<file path="config.mk">
export PLATFORM = sky130hd
export DESIGN_NAME = sdram_port_arb
export DESIGN_NICKNAME = d
export VERILOG_FILES = /design/src/rtl/neotang_sdram_pkg.sv /design/src/rtl/sdram_port_req_det.sv /design/src/rtl/sdram_port_arb.sv
export SDC_FILE = /design/constraint.sdc
export NUM_CORES = 1
export LEC_CHECK = 0
export ABC_CLOCK_PERIOD_IN_PS = 2300
export BUFFER_PORTS_ARGS = -buffer_cell sky130_fd_sc_hd__buf_2
export CORE_MARGIN = 5
export CORE_UTILIZATION = 54
export CTS_BUF_LIST = sky130_fd_sc_hd__clkbuf_8 sky130_fd_sc_hd__clkbuf_16
export DETAILED_ROUTE_END_ITERATION = 10
export PLACE_DENSITY = 0.86
export SETUP_SLACK_MARGIN = 0.15
export SYNTH_ARGS = -nofsm -noshare
export SYNTH_HDL_FRONTEND = slang
export SYNTH_SLANG_ARGS = --single-unit
</file>
<file path="constraint.sdc">
create_clock -name clk_sys -period 2.3 [get_ports clk_sys]
set_clock_uncertainty 0.2 [all_clocks]
set_input_delay 0.115 -clock clk_sys [delete_from_list [all_inputs] [get_ports clk_sys]]
set_output_delay 0.115 -clock clk_sys [all_outputs]
set_load 0.03 [all_outputs]
</file>
<file path="src/rtl/neotang_sdram_pkg.sv">
// Shared types and sizes for the two-port SDRAM arbiter.
//   ADDR_W / DATA_W : backend word address and data widths
//   arb_state_t     : arbiter FSM states
//   port_id_t       : client port identifiers
//   req_slot_t      : one captured client request {addr, we, din}
package neotang_sdram_pkg;

   localparam int unsigned ADDR_W = 25;
   localparam int unsigned DATA_W = 16;

   typedef enum logic [1:0] {
      IDLE = 2'd0,
      BUSY = 2'd1,
      DONE = 2'd2
   } arb_state_t;

   typedef enum logic {
      PORT_A = 1'b0,
      PORT_B = 1'b1
   } port_id_t;

   typedef struct packed {
      logic [ADDR_W-1:0] addr;
      logic              we;
      logic [DATA_W-1:0] din;
   } req_slot_t;

   // Round-robin helper: the port that was not served last.
   function automatic port_id_t other_port(input port_id_t p);
      return (p == PORT_A) ? PORT_B : PORT_A;
   endfunction

endpackage

</file>
<file path="src/rtl/sdram_port_req_det.sv">
// Per-port request detector with a one-deep pending slot.
//   clk_sys, reset_n            : clock, synchronous active-low reset
//   addr, oe, we, din           : client strobes, address and write data
//   clear                       : arbiter grant for this port, empties the slot
//   pending                     : slot holds an ungranted request
//   slot_addr, slot_we, slot_din: captured request (oe+we together counts as write)
module sdram_port_req_det
   import neotang_sdram_pkg::*;
(
   input  logic              clk_sys,
   input  logic              reset_n,
   input  logic [ADDR_W-1:0] addr,
   input  logic              oe,
   input  logic              we,
   input  logic [DATA_W-1:0] din,
   input  logic              clear,
   output logic              pending,
   output logic [ADDR_W-1:0] slot_addr,
   output logic              slot_we,
   output logic [DATA_W-1:0] slot_din
);

   logic              act_c;
   logic              new_req_c;
   logic              prev_act;
   logic [ADDR_W-1:0] prev_addr;
   req_slot_t         slot;

   // A request is new on a strobe rising edge or an address change under a held strobe.
   assign act_c     = oe | we;
   assign new_req_c = act_c & (~prev_act | (addr != prev_addr));

   // History and slot; a fresh detection wins over a same-cycle grant so it is not lost.
   always_ff @(posedge clk_sys) begin
      if (!reset_n) begin
         prev_act  <= 1'b0;
         prev_addr <= '0;
         pending   <= 1'b0;
         slot      <= '0;
      end else begin
         prev_act  <= act_c;
         prev_addr <= addr;
         if (new_req_c) begin
            pending <= 1'b1;
            slot    <= '{addr: addr, we: we, din: din};
         end else if (clear) begin
            pending <= 1'b0;
         end
      end
   end

   assign slot_addr = slot.addr;
   assign slot_we   = slot.we;
   assign slot_din  = slot.din;

endmodule

</file>
<file path="src/rtl/sdram_port_arb.sv">
// Two-port round-robin arbiter in front of a single-request SDRAM backend.
//   clk_sys, reset_n                        : clock, synchronous active-low reset
//   a_addr/a_oe/a_we/a_din, a_dout/a_ready  : port A (P/S/M-ROM) client
//   b_addr/b_oe/b_we/b_din, b_dout/b_ready  : port B (C-ROM) client
//   mem_req/mem_we/mem_addr/mem_wdata       : backend request, held until mem_ack
//   mem_ack/mem_rdata                       : backend completion pulse and read data
module sdram_port_arb
   import neotang_sdram_pkg::*;
(
   input  logic              clk_sys,
   input  logic              reset_n,
   input  logic [ADDR_W-1:0] a_addr,
   input  logic              a_oe,
   input  logic              a_we,
   input  logic [DATA_W-1:0] a_din,
   output logic [DATA_W-1:0] a_dout,
   output logic              a_ready,
   input  logic [ADDR_W-1:0] b_addr,
   input  logic              b_oe,
   input  logic              b_we,
   input  logic [DATA_W-1:0] b_din,
   output logic [DATA_W-1:0] b_dout,
   output logic              b_ready,
   output logic              mem_req,
   output logic              mem_we,
   output logic [ADDR_W-1:0] mem_addr,
   output logic [DATA_W-1:0] mem_wdata,
   input  logic              mem_ack,
   input  logic [DATA_W-1:0] mem_rdata
);

   arb_state_t        state_q, state_d;
   port_id_t          last_q, last_d;
   port_id_t          gnt_q, gnt_d;
   port_id_t          pick_c;
   req_slot_t         sel_slot_c;

   logic              pend_a, pend_b;
   logic [ADDR_W-1:0] slot_a_addr, slot_b_addr;
   logic              slot_a_we, slot_b_we;
   logic [DATA_W-1:0] slot_a_din, slot_b_din;
   logic              clr_a_c, clr_b_c;

   logic              mem_req_d, mem_we_d;
   logic [ADDR_W-1:0] mem_addr_d;
   logic [DATA_W-1:0] mem_wdata_d;
   logic              a_ready_d, b_ready_d;
   logic [DATA_W-1:0] a_dout_d, b_dout_d;

   sdram_port_req_det u_det_a (
      .clk_sys   (clk_sys),
      .reset_n   (reset_n),
      .addr      (a_addr),
      .oe        (a_oe),
      .we        (a_we),
      .din       (a_din),
      .clear     (clr_a_c),
      .pending   (pend_a),
      .slot_addr (slot_a_addr),
      .slot_we   (slot_a_we),
      .slot_din  (slot_a_din)
   );

   sdram_port_req_det u_det_b (
      .clk_sys   (clk_sys),
      .reset_n   (reset_n),
      .addr      (b_addr),
      .oe        (b_oe),
      .we        (b_we),
      .din       (b_din),
      .clear     (clr_b_c),
      .pending   (pend_b),
      .slot_addr (slot_b_addr),
      .slot_we   (slot_b_we),
      .slot_din  (slot_b_din)
   );

   // Round-robin pick: on a tie serve the port not served last.
   always_comb begin
      pick_c = PORT_B;
      if (pend_a && pend_b) begin
         pick_c = other_port(last_q);
      end else if (pend_a) begin
         pick_c = PORT_A;
      end
      if (pick_c == PORT_A) begin
         sel_slot_c = '{addr: slot_a_addr, we: slot_a_we, din: slot_a_din};
      end else begin
         sel_slot_c = '{addr: slot_b_addr, we: slot_b_we, din: slot_b_din};
      end
   end

   // State and registered outputs.
   always_ff @(posedge clk_sys) begin
      if (!reset_n) begin
         state_q   <= IDLE;
         last_q    <= PORT_B;
         gnt_q     <= PORT_A;
         mem_req   <= 1'b0;
         mem_we    <= 1'b0;
         mem_addr  <= '0;
         mem_wdata <= '0;
         a_ready   <= 1'b0;
         b_ready   <= 1'b0;
         a_dout    <= '0;
         b_dout    <= '0;
      end else begin
         state_q   <= state_d;
         last_q    <= last_d;
         gnt_q     <= gnt_d;
         mem_req   <= mem_req_d;
         mem_we    <= mem_we_d;
         mem_addr  <= mem_addr_d;
         mem_wdata <= mem_wdata_d;
         a_ready   <= a_ready_d;
         b_ready   <= b_ready_d;
         a_dout    <= a_dout_d;
         b_dout    <= b_dout_d;
      end
   end

   // Next state and next outputs. Ready is registered on the BUSY->DONE edge so it is
   // high exactly while in DONE; DONE->IDLE adds the mandatory low cycle on mem_req.
   always_comb begin
      state_d     = state_q;
      last_d      = last_q;
      gnt_d       = gnt_q;
      mem_req_d   = mem_req;
      mem_we_d    = mem_we;
      mem_addr_d  = mem_addr;
      mem_wdata_d = mem_wdata;
      a_ready_d   = 1'b0;
      b_ready_d   = 1'b0;
      a_dout_d    = a_dout;
      b_dout_d    = b_dout;
      clr_a_c     = 1'b0;
      clr_b_c     = 1'b0;

      case (state_q)
         IDLE: begin
            if (pend_a || pend_b) begin
               state_d     = BUSY;
               gnt_d       = pick_c;
               last_d      = pick_c;
               mem_req_d   = 1'b1;
               mem_we_d    = sel_slot_c.we;
               mem_addr_d  = sel_slot_c.addr;
               mem_wdata_d = sel_slot_c.din;
               clr_a_c     = (pick_c == PORT_A);
               clr_b_c     = (pick_c == PORT_B);
            end
         end
         BUSY: begin
            if (mem_ack) begin
               state_d   = DONE;
               mem_req_d = 1'b0;
               if (gnt_q == PORT_A) begin
                  a_ready_d = 1'b1;
                  if (!mem_we) begin
                     a_dout_d = mem_rdata;
                  end
               end else begin
                  b_ready_d = 1'b1;
                  if (!mem_we) begin
                     b_dout_d = mem_rdata;
                  end
               end
            end
         end
         DONE: begin
            state_d = IDLE;
         end
         default: begin
            state_d = IDLE;
         end
      endcase
   end

endmodule

</file>
==> results.cfg, run 1 <==
[global_routing]
met3_usage_pct = 5.16
grt_pass1_wl_mm = 39.9
met2_usage_pct = 48.2
grt_max_degree = 79
grtUsageTotal_pct = 27.9
met1_usage_pct = 33.8
grt.overflow.total = 0
grt_pass1_vias = 7550
busiest_layer = met2
grt_antenna_before_repair = 0

[floorplanning]
rows = 44
ios = 182
die_area_sq_um = 17500
die_h_microns = 132
core_area_sq_um = 14600
fp.dieW_microns = 132
initial_core_util_pct = 55.3

[routing]
drtIter0Drc = 728
final_antenna_net_count = 0
dr.pass1.iters = 6
drc = 0
vias = 7586
routed_wl_mm = 27.2
wl_per_cell_microns = 21.2
routed_via_density = 5.91

[power]
p_leak_nw = 4.80
comb_power_share_pct = 17.4
p_sw_w = 0.00265
p_clk_share_pct = 37.6
switching_share_pct = 27.9
p_per_area_nw_per_um2 = 850
seqPwrFrac_pct = 45.0
internal_power_w = 0.00683
vdd_ir_drop_max_v = 0.000571

[clock_tree]
h-tree-depth = 1
clkTransAtPathRegs_ns = 0.06
cts_inserted_buffers = 22
cts_root_buffer = clkbuf_16
cts_num_sinks = 219
cts_tree = built
clock_latency_ns = 0.50
clockBufferDepth = 3

[placed_design]
finalWeightedCongestion = 0.802
dp.cells = 1112
dp_hpwl_mm = 13.7
io_buffers = 181

[synth]
yosys.area.top_type = dfxtp_1
yosysUniqueCellTypes = 36
synth_seq_area_share_pct = 54.1
syn_inst = 795
yosysTopAreaCellShare_pct = 54.1
syn-cell-area_sq_um = 8100
yosysWarnings = 0
ys_ff_latch = 219
synth_fp_nets = 900
synth.avg_cell_area_sq_um = 10.2
synth.area.top_cells = dfxtp_1, a22o_2, nand2_1

[sta]
period_needed_ns = 2.20
slew_violations = 0
setup_violations = 0
tns_ns = 0
hold_viol = 0
grt_setup_unrepaired = yes
fin_crit_sh_pct = 95.6
max-slew-margin-rel_pct = 11.8
worstMarginPinSlew_ns = 1.31
max_freq_mhz = 455

[job]
maxCapViolCount = 0

[final_layout]
area_growth_pct = 37.7
regArea_sq_um = 4390
finalNonFillerCells = 1283
fill_cells = 925
fin_nets = 1187
multi_input_area_sq_um = 3560
drive_above_1_share_pct = 31.1

[setup_path]
endpoint_kind = register
worst-path-max-fanout = 10
cp.arrival_ns = 2.39
ff2ff_setup_slack_ns = 0.11
rr_startpoint = u_det_b.prev_addr[15]
required_ns = 2.49
crit_type = in -> reg
startpoint = b_addr[15]
start_kind = input port

[status]
outcome = complete, no violations

[min_path]
min_from = b_din[11]
hp-class = in -> reg
-- final timing paths --
path                                         endpoint  cells after the start
worst min register to register             b_dout[12]                      2
worst min-delay path             u_det_b.slot_din[11]                      3
worst max register to register  u_det_b.slot_addr[11]                      5
worst max-delay path            u_det_b.slot_addr[11]                      7
-- cells in the final DEF (no fill, tap or decap), drive strengths merged, types with 8 or more instances in the layout --
cell / instances
a21oi: 33
a311oi: 42
nor2: 54
dfxtp: 219
xnor2: 38
dlygate4sd3: 112
nand3: 43
nand2: 119
xor2: 12
nand4: 8
and2: 52
a22o: 82
clkbuf: 29
inv: 9
a21boi: 9
buf: 201
-- power by group through the flow --
stage | logic (W) | registers, W | clock network (W)
3_5_place_dp | 0.00138 | 0.00433 | 0
2_1_floorplan | 0.000680 | 0.00456 | 0
4_1_cts | 0.00156 | 0.00425 | 0.00355
3_3_place_gp | 0.00135 | 0.00432 | 0
6_report | 0.00165 | 0.00427 | 0.00356
5_1_grt | 0.00174 | 0.00429 | 0.00374
-- through the flow --
| step | util [%] | area, sq um | total power [W] | hold WS [ns] | setup slack (ns) |
|---|---|---|---|---|---|
| 2_1_floorplan | - | 8100 | 0.00524 | 0.0367 | 0.493 |
| 3_3_place_gp | 61.6 | 9010 | 0.00567 | 0.132 | -0.0151 |
| 3_5_place_dp | 61.6 | 9010 | 0.00571 | 0.129 | -0.117 |
| 4_1_cts | 75.1 | 11000 | 0.00936 | 0.160 | 0.169 |
| 5_1_grt | 76.1 | 11100 | 0.00977 | 0.168 | 0.0697 |
| 6_report | 76.1 | 11200 | 0.00947 | 0.171 | 0.102 |
-- metal layers --
metal | vias to the layer above | part of all wire, %
li1 | 3404 | -
met1 | 3626 | 37
met2 | 467 | 49
met3 | 89 | 9.5
met4 | 0 | 4.0
met5 | - | 0
-- critical path, cell delays in order --
cell and delay, ns:
dlygate4sd3_1 0.53, buf_2 0.15, xor2_1 0.16, nor4_2 0.41, and4bb_2 0.47, a21boi_2 0.26
a22o_2 0.28
-- final cells by class --
cell class | instances | share of cell area [%]
Antenna cell | 1 | 0.0224
Clock buffer | 28 | 5.78
Clock inverter | 12 | 0.718
Inverter | 1 | 0.0337
Multi-Input combinational cell | 524 | 32.0
Sequential cell | 219 | 39.3
Tap cell | 184 | 2.06
Timing Repair Buffer | 314 | 20.1
-- cell usage after synthesis, drive strengths merged --
master and instances:
o21ai 3, nor2 54, clkbuf 36, nand2b 1, a21boi 4, nand4 8, nand2 119, o21a 1
a21o 2, and2 52, xnor2 38, nor3 4, nand3b 1, a22o 82, buf 25, dfxtp 219
a41o 2, and4bb 2, o211a 1, nor4 6, nand3 43, a21oi 33, a31o 2, or3 1
inv 1, nor3b 1, a311oi 42, xor2 12
-- registers in the layout (all words and copies together) (netlist names), 2 cells and up --
| name | flops |
|---|---|
| mem_addr | 25 |
| mem_wdata | 16 |
| u_det_b.slot_din | 16 |
| u_det_a.prev_addr | 25 |
| u_det_b.prev_addr | 25 |
| b_dout | 16 |
| u_det_b.slot_addr | 25 |
| a_dout | 16 |
| u_det_a.slot_addr | 25 |
| u_det_a.slot_din | 16 |
| state_q | 2 |
-- repair_timing --
| item | CTS | global route |
|---|---|---|
| hold endpoints to repair | 175 | 0 |
| hold buffers | 112 | 0 |
| gates cloned | 5 | 6 |
| buffers inserted | 5 | 2 |
| pin swaps | 6 | 9 |
| endpoints found under the setup margin | 84 | 81 |
| resized for setup | 6 | 6 |
-- cells by family (layout without fill, tap and decap cells) --
logic type      Yosys count  in the layout  synth area share, %
compound gates          172            182                 18.4
xor+xnor                 50             50                 5.41
buf+inv                  62            355                 4.83
flops                   219            219                 54.1
other cells               0              1                    0
simple gates            292            292                 17.2
Note: power is estimated with default switching activity, not from simulation.
==> run 2, diff against run 1 <==
- BUFFER_PORTS_ARGS: -buffer_cell sky130_fd_sc_hd__buf_2 -> default
- CORE_UTILIZATION: 54 -> 60
- DONT_BUFFER_PORTS: default -> 1
- PLACE_DENSITY: 0.86 -> 0.82
==> results.cfg, run 2 (synthesized netlist as in run 1, its figures left out) <==
[status]
outcome = complete, no violations

[floorplanning]
ios = 182
die_h_microns = 126
core_area_sq_um = 13200
fp.dieW_microns = 126
initial_core_util_pct = 61.2
rows = 42
die_area_sq_um = 15900

[global_routing]
grt.overflow.total = 0
grt_pass1_vias = 6936
grt_max_degree = 71
grt_antenna_before_repair = 0
grt_pass1_wl_mm = 37.5
grtUsageTotal_pct = 29.0

[clock_tree]
clock_latency_ns = 0.50
cts_tree = built
cts_root_buffer = clkbuf_16
clkTransAtPathRegs_ns = 0.06
cts_inserted_buffers = 22
clockBufferDepth = 3
h-tree-depth = 1
cts_num_sinks = 219

[power]
vdd_ir_drop_max_v = 0.000629
p_leak_nw = 4.06
power_w = 0.00945
p_per_area_nw_per_um2 = 915

[setup_path]
slowest_stage = dfxtp_1
worst-path-max-fanout = 42
cp_cell_sequence = xnor2_2, nand4_1, nor4_4, buf_4, a21boi_4, buf_12, a31o_2
crit_type = reg -> reg
start_kind = register
required_ns = 2.48
endpoint_kind = register
cp.arrival_ns = 2.33
cpPeakStageDelay_ns = 0.34

[sta]
max_freq_mhz = 465
layout_setup_ws_ns = 0.149
grt_setup_unrepaired = yes
fin_crit_sh_pct = 93.5
slew_violations = 0
setup_violations = 0
hold_viol = 0
period_needed_ns = 2.15
finalHoldWorstSlack_ns = 0.0143
tns_ns = 0
worstMarginPinSlew_ns = 0.635
max-slew-margin-rel_pct = 57.7

[routing]
routed_via_density = 6.13
vias = 6758
drc = 0
routed_wl_mm = 24.3
final_antenna_net_count = 0
wl_per_cell_microns = 22.0
drtIter0Drc = 533
dr.pass1.iters = 5

[placed_design]
place_ws_ns = 0.207
io_buffers = 0
dp.cells = 924
dp_hpwl_mm = 13.9
finalWeightedCongestion = 0.864

[final_layout]
area_growth_pct = 27.5
fin_nets = 1015
finalNonFillerCells = 1102
drive_above_1_share_pct = 16.4
final_common_cell = dfxtp_1
layout_common_cells = dfxtp_1, dlygate4sd3_1, nand2_1, a22o_2, nor2_1
n_antenna_cell = 0

[job]
maxCapViolCount = 0

[min_path]
hp-class = in -> reg
run 2: changes by cell type in the layout (fill, tap and decap cells not counted), moves of 4 or more:
cell,change
buf_4,-8
buf_2,-181
a41o_4,-4
clkbuf_8,+4
buf_12,+4
inv_1,-4
a21boi_4,-4
dlygate4sd3_1,+22
run 2: what timing repair did:
item	in CTS	in global routing
pin swaps	1	3
setup buffers	0	3
hold buffers	135	0
endpoints found under the setup margin	41	81
endpoints found under the hold margin	185	0
resized for setup	0	4
run 2: final cells by class:
| cell class | instances | area (sq um) |
|---|---|---|
| timing repair buffer | 152 | 1570 |
| inverter | 1 | 3.75 |
| clock inverter | 8 | 86.3 |
| fill | 809 | 2910 |
| clock buffer | 32 | 699 |
| tap | 176 | 220 |
| sequential | 219 | 4390 |
| multi-input combinational | 514 | 3360 |
run 2: final timing paths:
check                                     startpoint                    to  slack, ns  cells past startpoint
worst max register to register  u_det_b.prev_addr[4]       u_det_b.pending       0.15                      7
worst max-delay path            u_det_b.prev_addr[4]       u_det_b.pending       0.15                      7
worst min-delay path                         reset_n  u_det_b.slot_addr[5]       0.01                      3
worst min register to register       u_det_a.slot_we       u_det_a.slot_we       0.28                      2
run 2: critical path, delay by kind of cell, from the launching register on:
family | cells | cell delay (ns)
xor+xnor | 1 | 0.23
flops | 1 | 0.34
buf+inv | 2 | 0.38
simple gates | 2 | 0.57
compound gates | 2 | 0.29
run 2: power breakdown:
part	switching (W)	internal (W)	leakage (nW)
Combinational	0.000589	0.000521	1.84
Clock	0.00145	0.00232	0.404
Sequential	0.000475	0.00409	1.81
Total	0.00252	0.00693	4.06
run 2: per-layer routing:
layer	GRT usage [%]	up-vias	part of all wire (%)
li1	-	3035	-
met1	33.9	3280	37
met2	50.3	361	49
met3	7.79	82	9.4
met4	11.9	0	4.1
met5	0	-	0
run 2: metrics by stage:
step | util [%] | instance area (sq um)
6_report | 78.0 | 10300
2_1_floorplan | - | 8100
4_1_cts | 77.7 | 10300
3_5_place_dp | 61.5 | 8140
3_3_place_gp | 61.5 | 8140
5_1_grt | 78.0 | 10300
